<file path="config.mk">
export PLATFORM = sky130hd
export DESIGN_NAME = mem_port_arbiter
export DESIGN_NICKNAME = d
export VERILOG_FILES = /design/src/rtl/mem_port_arbiter.sv
export SDC_FILE = /design/constraint.sdc
export NUM_CORES = 1
export LEC_CHECK = 0
export CORE_ASPECT_RATIO = 1.2
export CORE_MARGIN = 3
export CORE_UTILIZATION = 30
export DETAILED_ROUTE_END_ITERATION = 16
export SLEW_MARGIN = 40
export SYNTH_ARGS = -nofsm -noshare
export SYNTH_HDL_FRONTEND = slang
export SYNTH_SLANG_ARGS = --single-unit
</file>
<file path="constraint.sdc">
create_clock -name clk -period 3.94 [get_ports clk]
set_input_delay 0.591 -clock clk [delete_from_list [all_inputs] [get_ports clk]]
set_output_delay 0.591 -clock clk [all_outputs]
set_load 0.01 [all_outputs]
</file>
<file path="src/rtl/mem_port_arbiter.sv">
// rtl/mem_port_arbiter.sv - single-port memory arbiter, CPU priority with EXT starvation guard
// Optional cpu_lock input enabled by defining MEM_ARB_LOCK_EN.
module mem_port_arbiter #(
    parameter int AW         = 10,
    parameter int DW         = 16,
    parameter int MEM_LAT    = 2,
    parameter int STARVE_MAX = 4
) (
    input  logic          clk,
    input  logic          rst_b,
    input  logic          cpu_req,
    input  logic          cpu_we,
    input  logic [AW-1:0] cpu_addr,
    input  logic [DW-1:0] cpu_wdata,
`ifdef MEM_ARB_LOCK_EN
    input  logic          cpu_lock,
`endif
    input  logic          ext_req,
    input  logic          ext_we,
    input  logic [AW-1:0] ext_addr,
    input  logic [DW-1:0] ext_wdata,
    output logic          cpu_gnt,
    output logic          ext_gnt,
    output logic          cpu_done,
    output logic          ext_done,
    output logic [DW-1:0] cpu_rdata,
    output logic [DW-1:0] ext_rdata,
    output logic          mem_en,
    output logic          mem_we,
    output logic [AW-1:0] mem_addr,
    output logic [DW-1:0] mem_wdata,
    input  logic [DW-1:0] mem_rdata,
    output logic          busy
);

    localparam int SW = $clog2(STARVE_MAX + 1);
    localparam int LW = (MEM_LAT > 1) ? $clog2(MEM_LAT) : 1;

    typedef enum logic [1:0] {S_IDLE, S_ISSUE, S_WAIT, S_DONE} state_t;
    typedef enum logic {OWN_CPU, OWN_EXT} own_t;

    state_t        state, state_nxt;
    own_t          own;
    logic          we_r;
    logic [SW-1:0] starve_cnt;
    logic [LW-1:0] lat_cnt;
    logic          arb, ext_win, cpu_win, lat_last;

`ifndef MEM_ARB_LOCK_EN
    logic cpu_lock;
    assign cpu_lock = 1'b0;
`endif

    // Arbitration happens only in IDLE and DONE, so DONE can flow straight into the next ISSUE.
    assign arb      = (state == S_IDLE) || (state == S_DONE);
    assign ext_win  = arb && ext_req && !cpu_lock &&
                      (!cpu_req || (starve_cnt == SW'(STARVE_MAX)));
    assign cpu_win  = arb && cpu_req && !ext_win;
    assign lat_last = (state == S_WAIT) && (lat_cnt == LW'(MEM_LAT - 1));

    always_ff @(posedge clk or negedge rst_b) begin
        if (!rst_b) state <= S_IDLE;
        else        state <= state_nxt;
    end

    always_comb begin
        state_nxt = state;
        case (state)
            S_IDLE, S_DONE: state_nxt = (ext_win || cpu_win) ? S_ISSUE : S_IDLE;
            S_ISSUE:        state_nxt = S_WAIT;
            S_WAIT:         if (lat_last) state_nxt = S_DONE;
            default:        state_nxt = S_IDLE;
        endcase
    end

    assign busy     = (state != S_IDLE);
    assign mem_en   = (state == S_ISSUE);
    assign mem_we   = (state == S_ISSUE) && we_r;
    assign cpu_gnt  = (state == S_ISSUE) && (own == OWN_CPU);
    assign ext_gnt  = (state == S_ISSUE) && (own == OWN_EXT);
    assign cpu_done = (state == S_DONE) && (own == OWN_CPU);
    assign ext_done = (state == S_DONE) && (own == OWN_EXT);

    // mem_addr/mem_wdata double as the registered copy of the winner's request and hold afterwards.
    always_ff @(posedge clk or negedge rst_b) begin
        if (!rst_b) begin
            own        <= OWN_CPU;
            we_r       <= 1'b0;
            mem_addr   <= '0;
            mem_wdata  <= '0;
            starve_cnt <= '0;
            lat_cnt    <= '0;
            cpu_rdata  <= '0;
            ext_rdata  <= '0;
        end else begin
            if (ext_win) begin
                own       <= OWN_EXT;
                we_r      <= ext_we;
                mem_addr  <= ext_addr;
                mem_wdata <= ext_wdata;
            end else if (cpu_win) begin
                own       <= OWN_CPU;
                we_r      <= cpu_we;
                mem_addr  <= cpu_addr;
                mem_wdata <= cpu_wdata;
            end

            if (arb) begin
                if (ext_win || !ext_req)
                    starve_cnt <= '0;
                else if (cpu_win && (starve_cnt != SW'(STARVE_MAX)))
                    starve_cnt <= starve_cnt + 1'b1;
            end

            if (state == S_ISSUE)
                lat_cnt <= '0;
            else if (state == S_WAIT)
                lat_cnt <= lat_cnt + 1'b1;

            if (lat_last && !we_r) begin
                if (own == OWN_EXT) ext_rdata <= mem_rdata;
                else                cpu_rdata <= mem_rdata;
            end
        end
    end

endmodule

</file>
==> metrics.md <==
| Metric | Value |
|---|---|
| Netlist Area Pre-Place | `approximately 3200 µm²` |
| Clk Latency, worst-skew pair | `around 0.32 ns` |
| Half-perimeter wire length of the detailed placement result | `between 6 and 7 mm` |
| Total global routing track utilization | `14.85%` |
| Maximum Capacitance Violations | `0` |
| Critical path data required time | `4.13 ns` |
| P&R area growth vs syn | `56.31%` |
| Yosys Warn Count | `0` |
| Num ports | `139` |
| Worst vdd ir | `around 0.00032 V` |
| CTS root buffer | `clkbuf_16` |
| Most frequently used cell type in the post-synthesis netlist | `dfrtp_1` |
| Critical path launch point type | `primary input` |
| Setup-failing EPs final | `0` |
| Worst Hold Class | `primary input to asynchronous set/reset pin` |
| Clock transition at the register clock pins on the worst setup and hold paths after CTS | `0.06 ns` |
| Share of layout cells above drive strength 1 | `roughly 15%` |
| Sequential element share of the synthesized area | `a little over half` |
| Pin count of the biggest net entering global routing | `38` |
| Primary flip-flop cell chosen by synthesis mapping | `dfrtp_1` |
| Total grt overflow | `0` |
| Maximum fanout encountered on the critical timing path | `18` |
| Largest stage delay, worst path | `0.95 ns` |
| Clock net sink count | `66` |
| Setup slack of the most critical reg-to-reg path | `~1.5 ns` |
| Chip Width | `approximately 100 µm` |
| Origin of the critical flop-to-flop path | `state[0]$_DFFE_PN0P_` |
| Most numerous cell types in the synthesized netlist | `dfrtp_1 (66), nand2_1 (62), nand4b_1 (28)` |
| Total area of sequential cells | `1652 µm²` |
| Filler Cells Inserted | `903` |
| Fin cells | `537` |
| Final number of max-transition violations | `0` |
| Biggest area consumer among synthesized cells | `dfrtp_1` |
| Critical Path Slowest Stage Cell | `clkdlybuf4s50_1` |
| Post-route minimum period | `about 2.5 ns` |
| DRC violation total after the first TritonRoute iteration | `79` |
| RSZ-0062 raised after global routing | `no` |
| Fraction of post-synthesis cell area in the top cell type by area | `a little over half` |
| Clk_skew | `around 0.0053 ns` |
| F_max | `406.1 MHz` |
| Pwr/cell area | `between 800 and 900 nW/µm²` |
| Placed cell count | `approximately 520` |
| Inserted Clock Buffers | `9` |
| Count of hold-fix buffers inserted at cts | `0` |
| Per-cell routed wire length | `approximately 16 µm` |
| Number of levels the H-tree was split into | `3` |
| Core ar. | `10,160 µm²` |
| DR vias/cell | `4.931` |
| Final net count | `approximately 500` |
| Count of flip-flops with a built-in enable after synthesis | `0` |
| CTS-repair resized insts | `0` |
| Router iterations before antenna repair | `4` |
| Cell class contributing the biggest share of worst-path delay | `buffers and inverters` |
| Signal arrival time at the worst endpoint | `between 2 and 3 ns` |
| Syn Nets | `around 350` |
| Result of the run | `finished clean` |
| Critical path start-end classification | `primary input to flip-flop` |
| Number of distinct standard cells referenced by the synthesized netlist | `31` |
| Synthesized netlist cell count | `273` |
| Initial Utilization | `31.12%` |
| Average footprint of a synthesized cell | `approximately 12 µm²` |
| Setup TNS Final | `0 ns` |
| Number of port buffers | `between 100 and 150` |
| Die outline area | `11,810 µm²` |
| Worst rel slew slack | `around 50%` |
| R2R cell count | `6` |
| Final antenna-violating net count | `0` |
| # rows | `40` |
| Async set or reset register ratio after synthesis | `100.0%` |
| Fin crit share | `between 60% and 70%` |
| Flop and latch count out of synthesis | `66` |
| Maximum clock insertion buffer count | `2` |
| Antenna violations before repair | `0` |
| Total Routed Length | `8.579 mm` |
| Count of unresolved DRC violations after routing | `0` |
| CTS tree | `done` |
| Destination of the worst register-to-register timing path | `mem_wdata[3]$_DFFE_PN0P_` |
| Via count of the routed design | `~2,600` |
| Routability cong. | `between 0.7 and 0.8` |
| Leakage power total | `just over 2 nW` |
| Number of buffer and inverter instances along the worst setup path | `2` |
| Synth area leaders | `dfrtp_1 (52%), mux2_2 (7.8%), nand4b_1 (7.8%), nand2_1 (7.4%), o211ai_1 (6.4%)` |
| Final antenna diode count | `0` |
| Slew @ Worst Pin | `~0.75 ns` |
| Post-CTS Setup Bufs | `0` |
| Number of global-route vias before repair | `between 2,000 and 3,000` |
| Multi-input gate area in the final layout | `approximately 1400 µm²` |
| Count of final hold-check violations | `0` |
| Cells traversed along the worst timing path | `clkdlybuf4s50_1 > nor3b_4 > buf_4 > o211ai_1` |
| Overall die height | `roughly 120 µm` |
| First-pass GRT wire length | `between 10 and 15 mm` |
| Share of the core filled with cells in the final layout | `48.65%` |
| Endpoint type of the worst setup path | `flip-flop` |
## where the power goes
part	switching (mW)	leakage (nW)	internal (mW)
combinational	0.890	1.09	1.17
clock	0.278	0.156	0.568
sequential	0.214	0.796	1.03
## flip-flops by register name (all words and copies together) (netlist names)
signal and cells:
we_r 1, mem_wdata 16, mem_addr 10, starve_cnt 3, lat_cnt 1, ext_rdata 16, own 1, cpu_rdata 16
state 2
## area by class of cell
cell class                 count  area share, %
multi-input combinational    181          27.80
tap                          126          3.190
clock buffer                  11          4.911
timing repair buffer         143          28.73
clock inverter                 5          1.570
inverter                       5         0.3797
sequential                    66          33.42
## worst max-delay path by stage
stage,from,to,cells past startpoint
floorplan,state[0]$_DFFE_PN0P_,mem_addr[5]$_DFFE_PN0P_,6
global placement,ext_req,mem_wdata[10]$_DFFE_PN0P_,4
detailed placement,ext_req,mem_wdata[3]$_DFFE_PN0P_,4
CTS,state[0]$_DFFE_PN0P_,mem_wdata[3]$_DFFE_PN0P_,6
global route,state[0]$_DFFE_PN0P_,mem_wdata[10]$_DFFE_PN0P_,6
finish,ext_req,mem_wdata[3]$_DFFE_PN0P_,4
## cells by family (layout without fill, tap and decap cells)
family          Yosys count  count (layout)  synth area share (%)
compound gates           35              35                 8.469
fa+ha+maj                 6               6                 2.374
buf+inv                  26             164                 4.670
flops                    66              66                 52.24
mux                      32              32                 12.58
simple gates            108             108                 19.67
## cells in the final DEF (no fill, tap or decap), types with 3 or more instances in the layout
cell type and n:
nor2_1 3, mux2_2 22, o211ai_1 27, ha_1 6
dfrtp_1 66, nand3_1 3, mux2_4 10, nand2_1 62
nand4b_1 28, buf_4 5, and2_1 3, inv_1 5
clkbuf_16 9, clkdlybuf4s50_1 137
## metal layers
layer	part of all wire [%]	global-route usage (%)	vias up
li1	-	-	1237
met1	43	20.19	1278
met2	47	22.91	122
met3	8.8	3.719	11
met4	1.5	5.038	0
met5	0	0	-
## through the flow
step	hold WS [ns]	cell area (µm²)	power, mW	setup slack [ns]
global placement	0.4876	4601	3.288	1.107
detailed placement	0.4924	4622	3.343	1.127
global route	0.2645	4942	4.442	1.275
floorplan	0.2954	3162	2.361	2.244
finish	0.2209	4942	4.143	1.478
CTS	0.2494	4942	4.211	1.471
Power figures use the tool's default switching activity.
==> RTL change 1 (same settings) <==
Re-encode `state_t` (4 states) as one-hot, 4 bits wide.
--- a/src/rtl/mem_port_arbiter.sv
+++ b/src/rtl/mem_port_arbiter.sv
@@ -36,7 +36,7 @@
     localparam int SW = $clog2(STARVE_MAX + 1);
     localparam int LW = (MEM_LAT > 1) ? $clog2(MEM_LAT) : 1;
 
-    typedef enum logic [1:0] {S_IDLE, S_ISSUE, S_WAIT, S_DONE} state_t;
+    typedef enum logic [3:0] {S_IDLE = 4'b0001, S_ISSUE = 4'b0010, S_WAIT = 4'b0100, S_DONE = 4'b1000} state_t;
     typedef enum logic {OWN_CPU, OWN_EXT} own_t;
 
     state_t        state, state_nxt;
Behaviour: same outputs for any inputs over 10 cycles, from zero or initial values and one cycle with rst_b low; not proved beyond that.
==> RTL change 1 against the unedited design <==
Synthesized area is 0.20% higher. Sequential cell count is 2 higher. Maximum frequency is 6.0% lower. Design area is 0.30% higher. Total power is 11% lower. Count of clock-buffer cells in the layout is 1 higher. Core utilization is 0.15 points higher. Worst setup slack worse by 0.16 ns. Combinational power is 21% lower. Die area is 0.19% higher. Clock power is 0.7% higher. Routed wire length is 8.5% higher. Sequential share of layout area is 0.93 points higher. Critical path type is now flip-flop to primary output. Largest power group unchanged. Highest routed layer unchanged.
==> RTL change 1: results (changes against the unedited design) <==
\begin{tabular}{lr}
\hline
Metric & Value \\
\hline
\multicolumn{2}{l}{\textbf{Finish}} \\
Filler instances & 938 (+3.9\%) \\
Layout cell share with drive strength beyond 1 & 15.7\% (+0.86 points) \\
Final net count & 485 (-0.21\%) \\
\multicolumn{2}{l}{\textbf{Route}} \\
DR iter-0 viols & 109 (+38\%) \\
Met3 wirelength from detailed routing & 810 um (+6.9\%) \\
Length of routed wiring on met1 & 4030 um (+8.9\%) \\
Routed wire length on met2 & 4390 um (+9.9\%) \\
Via count & 2,772 (+4.7\%) \\
Total wire length & 9310 um (+8.5\%) \\
\multicolumn{2}{l}{\textbf{Global route}} \\
Wire length of the first global-routing pass & 15,200 um (+7.7\%) \\
Vias in the first global route & 2,998 (+8.9\%) \\
Global routing usage summed across all routing layers & 15.9\% (+1.1 points) \\
\multicolumn{2}{l}{\textbf{Placed design}} \\
Area after detailed placement & 4640 um2 (+0.35\%) \\
DP Worst Slack & 1.39 ns (+0.265 ns) \\
Final weighted congestion of routability-driven global placement & 0.741 (-3.8\%) \\
Detailed placer's ending HPWL & 6290 um (+2.7\%) \\
\multicolumn{2}{l}{\textbf{Synth}} \\
Fraction of synthesized cell area in xor and xnor cells & 0.276\% (+0.28 points) \\
Syn\_nets & 358 (+1.4\%) \\
Register area share after synthesis & 53.8\% (+1.5 points) \\
Adder-cell share of the synthesized area & 0.790\% (-1.6 points) \\
Commonest cells in the synthesized netlist & 67 x dfrtp\_1, 54 x a31oi\_1, 30 x o21ai\_0 \\
Synth Area in Compound Gates & 17.5\% (+9.0 points) \\
Share of synthesized area spent on multiplexers & 12.9\% (+0.29 points) \\
\multicolumn{2}{l}{\textbf{Timing}} \\
Layout Skew & 0.00691 ns (+0.00156 ns) \\
Peak Freq & 382 MHz (-6.0\%) \\
Worst-margin pin slew & 0.753 ns (+0.00453 ns) \\
\multicolumn{2}{l}{\textbf{Pwr}} \\
Leak Pwr & 2.00 nW (-2.1\%) \\
\multicolumn{2}{l}{\textbf{Status}} \\
Result of the run & finished clean \\
\multicolumn{2}{l}{\textbf{Worst setup path}} \\
Reg2Reg Launch Point & state[0]\$\_DFFE\_PN1P\_ \\
Path depth of the worst reg2reg path & 4 (-2) \\
Endpoint of the most critical register-to-register path & own\$\_DFFE\_PN0N\_ \\
Highest cell delay on the worst timing path & 0.53 ns (-0.42 ns) \\
Max Fanout on Critical Path & 35 (+17) \\
\hline
\end{tabular}
## RTL change 1: worst max-delay path by stage
stage                                      endpoint                 start  cells after the start
after floorplan           ext_rdata[10]$_DFFE_PN0P_  state[3]$_DFFE_PN0P_                      6
after global placement    starve_cnt[2]$_DFFE_PN0P_               ext_req                      5
after detailed placement  starve_cnt[2]$_DFFE_PN0P_               ext_req                      5
after CTS                                    mem_we  state[3]$_DFFE_PN0P_                      4
after global routing      starve_cnt[2]$_DFFE_PN0P_               ext_req                      5
final                                      ext_done  state[2]$_DFFE_PN0P_                      4
## RTL change 1: power groups by stage
stage / sequential [W] / combinational, W / clock, W
after floorplan: 0.00134 / 0.000656 / 0
after global placement: 0.00123 / 0.00160 / 0
after detailed placement: 0.00124 / 0.00163 / 0
after CTS: 0.00123 / 0.00164 / 0.000873
after global routing: 0.00127 / 0.00175 / 0.000907
final: 0.00122 / 0.00162 / 0.000853
## RTL change 1: cell type report
class                      instances  area (um2)  share of cell area [%]
sequential                        68        1700                    34.4
tap                              126         158                    3.18
inverter                           5        18.8                   0.379
clock buffer                      12         246                    4.97
clock inverter                     4        72.6                    1.46
timing repair buffer             144        1430                    28.8
multi-input combinational        181        1330                    26.9
## RTL change 1: metrics by stage
stage | cells | hold WS, ns
after CTS | 540 | 0.285
after global routing | 540 | 0.307
after floorplan | 282 | 0.295
after detailed placement | 524 | 0.484
after global placement | 522 | 0.478
final | 540 | 0.268
## RTL change 1: worst reg2reg max path: stages, from the launching register on
cell and delay, ns:
dfstp_2 0.59, xor2_2 0.14, buf_4 0.35, and3_2 0.65, o32ai_1 0.18
## RTL change 1: cell families (layout without fill, tap and decap cells)
kind of cell / after synthesis / in the layout
AOI/OAI and AO/OA: 93 / 93
xor gates and xnor gates: 1 / 1
muxes: 33 / 33
buffers and inverters: 33 / 165
adders and majority gates: 2 / 2
and+or+nand+nor: 52 / 52
DFF: 68 / 68
## RTL change 1: routing by layer
layer / track usage, % / vias to the layer above
li1: - / 1315
met1: 21.9 / 1314
met2: 24.2 / 135
met3: 4.37 / 8
met4: 5.04 / 0
met5: 0 / -
==> RTL change 2 (same flow settings) <==
Without the edit above. Change the parameter `STARVE_MAX` from 4 to 2.
--- a/src/rtl/mem_port_arbiter.sv
+++ b/src/rtl/mem_port_arbiter.sv
@@ -4,7 +4,7 @@
     parameter int AW         = 10,
     parameter int DW         = 16,
     parameter int MEM_LAT    = 2,
-    parameter int STARVE_MAX = 4
+    parameter int STARVE_MAX = 2
 ) (
     input  logic          clk,
     input  logic          rst_b,
Function: changed (Yosys sat finds a counterexample within 10 cycles, from zero or initial values and one cycle with rst_b low).
==> RTL change 2 against the unedited design <==
Clock power decreased by 24%. Worst setup slack improved by 0.094 ns. Count of clock-buffer cells in the layout decreased by 1. Combinational power decreased by 9.7%. Synthesized cell count decreased by 3.3%. Largest cell class unchanged. Design area decreased by 6.5%. Synthesized area decreased by 7.4%. Routed wire length decreased by 8.3%. Total power decreased by 11%. Largest power group unchanged. Maximum frequency increased by 4.0%. Sequential cell count decreased by 1.
==> RTL change 2: results (changes against the unedited design) <==
\begin{tabular}{lr}
\hline
Metric & Value \\
\hline
\multicolumn{2}{l}{\textbf{Worst setup path}} \\
Highest cell delay on the worst timing path & 0.52 ns (-0.43 ns) \\
Worst path arrival time & 1.78 ns (-0.88 ns) \\
Max Fanout on Critical Path & 5 (-13) \\
\multicolumn{2}{l}{\textbf{Pwr}} \\
Leak Pwr & 1.88 nW (-7.8\%) \\
Total Power & 0.00370 W (-11\%) \\
Power dissipated in sequential cells & 0.00119 W (-4\%) \\
Maximum resistive drop on vdd & 0.000500 V (+57\%) \\
Internal power & 0.00241 W (-13\%) \\
\multicolumn{2}{l}{\textbf{Finish}} \\
Layout cell share with drive strength beyond 1 & 16.3\% (+1.4 points) \\
Final net count & 474 (-2.5\%) \\
Filler instances & 870 (-3.7\%) \\
\multicolumn{2}{l}{\textbf{Placed design}} \\
\# placed instances & 504 (-3.3\%) \\
DP Worst Slack & 1.71 ns (+0.587 ns) \\
Final weighted congestion of routability-driven global placement & 0.734 (-4.7\%) \\
Area after detailed placement & 4390 um2 (-5.0\%) \\
\multicolumn{2}{l}{\textbf{Global route}} \\
Vias in the first global route & 2,515 (-8.6\%) \\
Largest net degree at the start of global routing & 57 (+50\%) \\
Global routing usage summed across all routing layers & 14.7\% (-0.14 points) \\
\multicolumn{2}{l}{\textbf{Synth}} \\
Avg Synthesized Cell Area & 11.1 um2 (-4.2\%) \\
Top cells by area, synth & dfrtp\_1 56\%, mux2\_2 8.5\%, a31oi\_1 5.8\%, mux2\_4 5.1\%, o21ai\_0 5.1\% \\
Syn\_nets & 343 (-2.8\%) \\
Register area share after synthesis & 55.6\% (+3.3 points) \\
\multicolumn{2}{l}{\textbf{Route}} \\
Total wire length & 7870 um (-8.3\%) \\
Average via count per standard cell & 4.80 (-2.7\%) \\
DR iter-0 viols & 110 (+39\%) \\
\multicolumn{2}{l}{\textbf{Timing}} \\
Worst-margin pin slew & 0.664 ns (-0.0839 ns) \\
Layout Skew & 0.0128 ns (+0.00747 ns) \\
\multicolumn{2}{l}{\textbf{Status}} \\
Result of the run & finished clean \\
\multicolumn{2}{l}{\textbf{Clock network}} \\
Cts repair resizes & 0 (unchanged) \\
CTS Root Cell & clkbuf\_8 \\
\hline
\end{tabular}
## RTL change 2: per-layer routing
| metal | wire length, um | track usage, % | vias up |
|---|---|---|---|
| li1 | - | - | 1199 |
| met1 | 3410 | 17.5 | 1181 |
| met2 | 3570 | 23.6 | 107 |
| met3 | 766 | 5.85 | 8 |
| met4 | 110 | 5.79 | 0 |
| met5 | 0 | 0 | - |
## RTL change 2: cell type report
class / count / area, um2 / area share (%)
flip-flops and latches: 65 / 1630 / 35.2
repair buffers: 141 / 1400 / 30.3
multi-input cells: 173 / 1200 / 25.9
well taps: 120 / 150 / 3.25
clock buffers: 10 / 138 / 2.98
clock inverters: 6 / 90.1 / 1.95
inverters: 5 / 18.8 / 0.406
## RTL change 2: final timing paths
check,depth (start not counted),from,slack [ns],to
worst min register to register,1,starve_cnt[0]$_DFFE_PN0P_,0.50,starve_cnt[0]$_DFFE_PN0P_
worst max register to register,5,state[0]$_DFFE_PN0P_,1.96,state[0]$_DFFE_PN0P_
worst min-delay path,1,rst_b,0.24,ext_rdata[4]$_DFFE_PN0P_
max in group asynchronous,2,rst_b,2.95,cpu_rdata[5]$_DFFE_PN0P_
min in group clk,1,starve_cnt[0]$_DFFE_PN0P_,0.50,starve_cnt[0]$_DFFE_PN0P_
worst max-delay path,4,state[1]$_DFFE_PN0P_,1.57,ext_gnt
## RTL change 2: cell families (layout without fill, tap and decap cells)
kind of cell             after synthesis  in the layout  share of synthesized area (%)
adder cells (fa/ha/maj)                5              5                           2.14
buffers and inverters                 26            162                           4.32
multiplexers                          32             32                           13.6
AND/OR/NAND/NOR                       75             75                           12.4
flip-flops                            65             65                           55.6
AO/OA/AOI/OAI                         61             61                           12.0
